## config.mk

```make
export PLATFORM = sky130hd
export DESIGN_NAME = grf_wb_arbiter
export DESIGN_NICKNAME = d
export VERILOG_FILES = /design/src/rtl/grf_wb_arbiter_pkg.sv /design/src/rtl/grf_wb_arbiter_wb_fifo.sv /design/src/rtl/grf_wb_arbiter.sv
export SDC_FILE = /design/constraint.sdc
export NUM_CORES = 1
export LEC_CHECK = 0
export CORE_UTILIZATION = 56
export CTS_BUF_LIST = sky130_fd_sc_hd__clkbuf_4 sky130_fd_sc_hd__clkbuf_8
export DETAILED_ROUTE_END_ITERATION = 8
export GPL_ROUTABILITY_DRIVEN = 0
export GPL_TIMING_DRIVEN = 0
export PLACE_DENSITY = 0.86
export SYNTH_ARGS = -nofsm -noshare
export SYNTH_HDL_FRONTEND = slang
export SYNTH_HIERARCHICAL = 1
export SYNTH_SLANG_ARGS = --single-unit
```

## constraint.sdc

```tcl
create_clock -name clk -period 5.7 [get_ports clk]
set_clock_uncertainty 0.2 [all_clocks]
set_input_delay 1.14 -clock clk [delete_from_list [all_inputs] [get_ports clk]]
set_output_delay 1.14 -clock clk [all_outputs]
set_load 0.005 [all_outputs]
```

## src/rtl/grf_wb_arbiter_pkg.sv

```systemverilog
// Shared types for the register-file write-port arbiter: register/data widths
// and the auxiliary result entry carried through the aux FIFO.
package grf_wb_arbiter_pkg;
  localparam int REG_W  = 5;
  localparam int DATA_W = 32;
  localparam logic [REG_W-1:0] REG_ZERO = '0;

  typedef struct packed {
    logic [REG_W-1:0]  a3;
    logic [DATA_W-1:0] wd;
  } aux_entry_t;
endpackage

```

## src/rtl/grf_wb_arbiter_wb_fifo.sv

```systemverilog
// Small synchronous FIFO holding auxiliary write-back results until the
// register-file port is free. Caller never pushes when full nor pops when empty.
module wb_fifo
  import grf_wb_arbiter_pkg::*;
#(
  parameter int DEPTH = 2
) (
  input  logic       clk,
  input  logic       reset,
  input  logic       push,
  input  aux_entry_t push_data,
  input  logic       pop,
  output logic       full,
  output logic       empty,
  output aux_entry_t head
);
  localparam int AW = $clog2(DEPTH);

  // Extra MSB on each pointer distinguishes full from empty after wrap.
  logic [AW:0] wr_ptr;
  logic [AW:0] rd_ptr;
  aux_entry_t  mem [DEPTH];

  always_ff @(posedge clk or negedge reset) begin
    if (!reset) begin
      wr_ptr <= '0;
      rd_ptr <= '0;
    end else begin
      if (push) wr_ptr <= wr_ptr + 1'b1;
      if (pop)  rd_ptr <= rd_ptr + 1'b1;
    end
  end

  always_ff @(posedge clk) begin
    if (push) mem[wr_ptr[AW-1:0]] <= push_data;
  end

  assign empty = (wr_ptr == rd_ptr);
  assign full  = (wr_ptr[AW] != rd_ptr[AW]) && (wr_ptr[AW-1:0] == rd_ptr[AW-1:0]);
  assign head  = mem[rd_ptr[AW-1:0]];
endmodule

```

## src/rtl/grf_wb_arbiter.sv

```systemverilog
// Shares the single register-file write port between the W stage (priority)
// and a queued auxiliary source; tracks pending aux writes for hazard stalls.
module grf_wb_arbiter
  import grf_wb_arbiter_pkg::*;
#(
  parameter int AUX_DEPTH    = 2,
  parameter int STARVE_LIMIT = 4
) (
  input  logic              clk,
  input  logic              reset,
  input  logic [REG_W-1:0]  pipe_a3,
  input  logic [DATA_W-1:0] pipe_wd,
  input  logic              aux_valid,
  output logic              aux_ready,
  input  logic [REG_W-1:0]  aux_a3,
  input  logic [DATA_W-1:0] aux_wd,
  input  logic              iss_valid,
  input  logic [REG_W-1:0]  iss_a3,
  input  logic [REG_W-1:0]  q_a1,
  input  logic [REG_W-1:0]  q_a2,
  output logic              q_stall,
  output logic              pipe_hold,
  output logic [REG_W-1:0]  grf_a3,
  output logic [DATA_W-1:0] grf_wd,
  output logic              sb_err
);
  localparam int NREG = 2 ** REG_W;
  localparam int CW   = $clog2(STARVE_LIMIT + 1);
  localparam logic [CW-1:0] STARVE_LAST = CW'(STARVE_LIMIT - 1);

  logic            fifo_full;
  logic            fifo_empty;
  aux_entry_t      head;
  logic            pipe_sel;
  logic            commit;
  logic            push_req;
  logic            push_ok;
  logic            bad_push;
  logic            iss_set;
  logic            iss_dup;
  logic [NREG-1:0] pending;
  logic [NREG-1:0] set_vec;
  logic [NREG-1:0] clr_vec;
  logic [CW-1:0]   starve_cnt;

  assign aux_ready = !fifo_full;
  assign push_req  = aux_valid && !fifo_full;
  assign push_ok   = push_req && (aux_a3 != REG_ZERO);
  assign bad_push  = push_req && (aux_a3 == REG_ZERO);
  assign pipe_sel  = (pipe_a3 != REG_ZERO);
  assign commit    = !pipe_sel && !fifo_empty;

  wb_fifo #(.DEPTH(AUX_DEPTH)) u_fifo (
    .clk       (clk),
    .reset     (reset),
    .push      (push_ok),
    .push_data ({aux_a3, aux_wd}),
    .pop       (commit),
    .full      (fifo_full),
    .empty     (fifo_empty),
    .head      (head)
  );

  always_comb begin
    grf_a3 = REG_ZERO;
    grf_wd = '0;
    if (pipe_sel) begin
      grf_a3 = pipe_a3;
      grf_wd = pipe_wd;
    end else if (!fifo_empty) begin
      grf_a3 = head.a3;
      grf_wd = head.wd;
    end
  end

  // Set and clear of the same register in one cycle resolves to set.
  assign iss_set = iss_valid && (iss_a3 != REG_ZERO);

  always_comb begin
    set_vec = '0;
    clr_vec = '0;
    if (iss_set) set_vec[iss_a3] = 1'b1;
    if (commit)  clr_vec[head.a3] = 1'b1;
  end

  assign iss_dup = iss_set && pending[iss_a3] && !clr_vec[iss_a3];
  assign q_stall = pending[q_a1] | pending[q_a2];

  always_ff @(posedge clk or negedge reset) begin
    if (!reset) begin
      pending <= '0;
      sb_err  <= 1'b0;
    end else begin
      pending <= (pending & ~clr_vec) | set_vec;
      sb_err  <= sb_err | iss_dup | bad_push;
    end
  end

  // Starvation: a head blocked STARVE_LIMIT cycles in a row forces one bubble.
  always_ff @(posedge clk or negedge reset) begin
    if (!reset) begin
      starve_cnt <= '0;
      pipe_hold  <= 1'b0;
    end else begin
      pipe_hold <= 1'b0;
      if (commit || fifo_empty) begin
        starve_cnt <= '0;
      end else if (starve_cnt == STARVE_LAST) begin
        starve_cnt <= '0;
        pipe_hold  <= 1'b1;
      end else begin
        starve_cnt <= starve_cnt + 1'b1;
      end
    end
  end
endmodule
```

Word-level counts from Yosys, hierarchy flattened
Memory sizes are Yosys's and may differ from the RTL's. Cells that the tools add are included.

Flip-flop bits (word level): 41. Bits in writable memories: 74. Word-level logic and storage cells: 69. Memories kept: 1.

$add $sub $neg: 3. $lt $le $gt $ge: 6. Equal/unequal tests: 4. Multiplexer cells: 24. Bitwise operators: 6. Reductions and logical operators: 19.

Memory list: u_fifo.mem (depth 2, bits a word 37, rd ports 1, clocked after memory_dff 0, write ports 1, RTL line grf_wb_arbiter_wb_fifo.sv:22) `aux_entry_t mem [DEPTH];`.

Operator list (number): $mux W32 (4); $and A32 B32 Y32 (1); $not A32 Y32 (1); $or A32 B32 Y32 (1); $lt A5 B6 Y1 const B (4); $bmux W1 S5 (4); $reduce_bool A5 Y1 (3); $demux W1 S5 (2); $ge A5 B1 Y1 const B (2); $logic_and A1 B1 Y1 (10); $mux W1 (10); $mux W5 (2); $mux W3 (2); $logic_not A5 Y1 (1); $add A2 B1 Y2 const B (2); $logic_not A1 Y1 (4); $add A3 B1 Y3 const B (1); $eq A3 B2 Y1 const B (1); $or A1 B1 Y1 (3); $eq A2 B2 Y1 (1); $eq A1 B1 Y1 (1); $logic_or A1 B1 Y1 (1); $ne A1 B1 Y1 (1).

Depth between registers and ports, before layout
An unclocked memory read counts as a cell.

Word-level depth: 12. Depth in mapped cells: 9. Mapped depth without buffers: 7.

Cells and area by module
The synthesis kept the hierarchy.

By module, submodules not included: grf_wb_arbiter (times used 1, cells each 360, area an instance 3085.5 sq um, seq. area each 925.9 sq um); wb_fifo (times used 1, cells each 130, area an instance 2870.3 sq um, seq. area each 2322.2 sq um).

Worst setup path before layout
Ideal clock, no wire load.

Path type: input to output. Start: input q_a1[0]. End: output q_stall. Arrival: 2.649 ns. Required time: 4.360 ns. Setup slack: 1.711 ns. Cell stages on the path: 6. Cell sequence: clkbuf_1 -> mux4_2 -> mux2_2 -> nand3_1 -> o21ai_0 -> a211o_1.

Longest elaborated chain between the ends: 3.

Ends and longest elaborated chain: from (decl) (RTL line grf_wb_arbiter.sv:19) `input logic [REG_W-1:0] q_a1,`; $bmux W1 S5 (RTL line grf_wb_arbiter.sv:87) `assign q_stall = pending[q_a1] | pending[q_a2];`; $mux W1 (implied by the code) (RTL line grf_wb_arbiter.sv:87); $or A1 B1 Y1 (RTL line grf_wb_arbiter.sv:87); to (decl) (RTL line grf_wb_arbiter.sv:21) `output logic q_stall,`.

Every way passes these cells. The select of a mux whose other input is x is not followed.

Worst setup path in the final report
Start: input pipe_a3[1]. End: output grf_wd[0].

Longest elaborated chain between the ends: 2.

Ends and longest elaborated chain: from (decl) (RTL line grf_wb_arbiter.sv:11) `input logic [REG_W-1:0] pipe_a3,`; $reduce_bool A5 Y1 (RTL line grf_wb_arbiter.sv:50) `assign pipe_sel = (pipe_a3 != REG_ZERO);`; $mux W32 (RTL line grf_wb_arbiter.sv:67) `if (pipe_sel) begin`; to (decl) (RTL line grf_wb_arbiter.sv:24) `output logic [DATA_W-1:0] grf_wd,`.

Every way passes these cells.

==> metrics <==
number of global-route vias before repair 5007; global route total overflow 0; Tmin final 5.02 ns; Die Height 105 um; synthesized area 5960 sq um; Yosys warning total 6; final setup fails 0; endpoint class of the critical path output port; Hold Path Cell Cnt 1; vias post-DR 4718; commonest non-fill, non-tap cells in the layout clkdlybuf4s50_1 (124), nand2_1 (74), edfxtp_1 (74); die span in x 105 um; DP Cell Count 752; CTS clk-pin slew, worst paths 0.06 ns; non-filler cells in the finished layout 784; global-route wire length before repair 24900 um; max-cap viol count 0; fin. max-slew vios 0; ANT cells 0; commonest non-fill, non-tap cell in the layout clkdlybuf4s50_1; sequential fraction of the synthesis area 54.5%; WHS 0.255 ns; clk buf depth 2; Initial Util 57.7%; Layout Area Growth over Synthesis 29.9%; hold worst-path end starve_cnt[0]$_DFF_PN0_; Synthesized Nets 584; Post-CTS Setup Bufs 0; Starting DRT DRC Count 385; Worst Setup Start Kind input port; Top FF cell, synth edfxtp_1; largest net degree at the start of global routing 42; row count 37; CTS tree done; CTS Hold Bufs 0; Worst-Skew Late Latency 0.43 ns; wire per inst 19.8 um; Worst R2R End u_fifo/mem[1][31]$_DFFE_PP_; placed instance area 7400 sq um; setup repair after global routing missed its margin no; Mapped Avg Cell Area 12.2 sq um; fillcell total 687; Max transition margin 34.3%; CTS resizes 0; via/cell ratio 6.02; slack of the worst reg-to-reg path 2.96 ns; pre-CTS setup slack 0.683 ns; reg-to-reg startpoint u_fifo/rd_ptr[0]$_DFFE_PN0P_; DRC 0; Worst Path Required 4.36 ns; status completed; initial antenna violation count 0; Final period util 88.0%; Worst-Margin Slew 0.986 ns; Total Routed Length 15500 um; cts bufs inserted 17; #FFs+latches synth 115; number of synthesized flops with an enable pin 74; post-route setup slack 0.681 ns; crit path DAT 3.68 ns; Distinct cells, synth 50; gr usage total 30.0%; DRT antenna net count 0; Power Density 385 nW/um^2; fmax 199 MHz; root buffer cell clkbuf_8; core area 10300 sq um; Crit Path Max Fanout 10; final net count 729; hold path start starve_cnt[0]$_DFF_PN0_; Pre-Repair DR Iteration Count 7; Crit Path Class in -> out; post-route cell area 7740 sq um; Ports 134; Leak Pwr 2.92 nW; worst r2r path cells 7; Die ar. 11100 sq um; port bufs 125; ratio of cells with drive above 1 in the final layout 18.5%; post-DP HPWL 11000 um; hold crit path type reg -> reg; H-tree levels 4; Final Hold Fails 0; TritonCTS Sinks 115; cells after synthesis 490; Post-synth ARST share 35.7%; Setup TNS 0 ns; Peak VDD IR 228 uV
[worst max path at each step]
stage | from | to | slack, ns | cells past startpoint
final | pipe_a3[1] | grf_wd[0] | 0.68 | 7
after CTS | pipe_a3[1] | grf_wd[0] | 0.67 | 7
after floorplan | q_a1[0] | q_stall | 1.71 | 6
after detailed placement | pipe_a3[1] | grf_wd[18] | 0.68 | 7
after global routing | pipe_a3[1] | grf_wd[0] | 0.53 | 7
after global placement | aux_a3[3] | u_fifo/mem[0][10]$_DFFE_PP_ | 0.59 | 4
[worst max-delay path: stages]
cell and delay (ns):
clkdlybuf4s50_1 0.42, or4_1 0.58, nor2_1 0.48, buf_2 0.33, nand3b_1 0.14, nand2_1 0.09
clkdlybuf4s50_1 0.49
[synthesized netlist by cell type (4+ instances only)]
master | count | area share, %
a21o_1 | 6 | 0.76
buf_2 | 7 | 0.59
buf_6 | 5 | 0.95
clkbuf_1 | 15 | 0.95
dfrtp_1 | 41 | 17
edfxtp_1 | 74 | 37
mux2_2 | 44 | 8.3
mux2i_1 | 12 | 2.0
mux4_2 | 16 | 6.1
nand2_1 | 74 | 4.7
nand2b_1 | 4 | 0.42
nand3_1 | 9 | 0.76
nand3b_1 | 38 | 4.8
nor2_1 | 12 | 0.76
nor2b_1 | 7 | 0.74
o21ai_0 | 65 | 5.5
xor2_1 | 9 | 1.3
[final cells by class]
cell class	instances	area, sq um	share of cell area (%)
timing repair buffer	126	1270	16.4
tap	136	170	2.20
clock buffer	25	300	3.88
inverter	1	3.75	0.0485
sequential	115	3250	42.0
buffer	31	193	2.49
multi-input combinational	343	2520	32.6
clock inverter	7	36.3	0.469
[flip-flops by register name (all words and copies together), names as in the netlist]
name / flops
u_fifo/mem: 74
u_fifo/wr_ptr: 2
u_fifo/rd_ptr: 2
starve_cnt: 3
sb_err: 1
pipe_hold: 1
pending: 32
[cell families (layout without fill, tap and decap cells)]
family | count (synthesis) | after routing | synth area share [%]
AOI/OAI and AO/OA | 88 | 88 | 8.38
DFF | 115 | 115 | 54.5
xor gates and xnor gates | 11 | 11 | 1.74
muxes | 72 | 72 | 16.4
adders and majority gates | 1 | 1 | 0.210
and+or+nand+nor | 171 | 171 | 15.4
buffers and inverters | 32 | 190 | 3.30
[where the power goes]
group / switching (mW) / total, mW / internal [mW]
Combinational: 0.529 / 1.06 / 0.529
Clock: 0.310 / 0.650 / 0.340
Sequential: 0.119 / 1.27 / 1.15
Total: 0.959 / 2.98 / 2.02
[layer usage]
metal / wire length [um] / track usage, % / vias to the layer above
li1: - / - / 2118
met3: 1670 / 11.4 / 50
met4: 452 / 13.5 / 0
met5: 0 / 0 / -
met2: 7550 / 47.4 / 300
met1: 5880 / 36.6 / 2250
[through the flow]
stage	util (%)	power (mW)
final	74.9	2.98
after global routing	74.9	3.13
after CTS	74.9	2.98
after detailed placement	71.7	2.33
after global placement	71.5	2.27
after floorplan	-	1.95
Power figures use the tool's default switching activity.
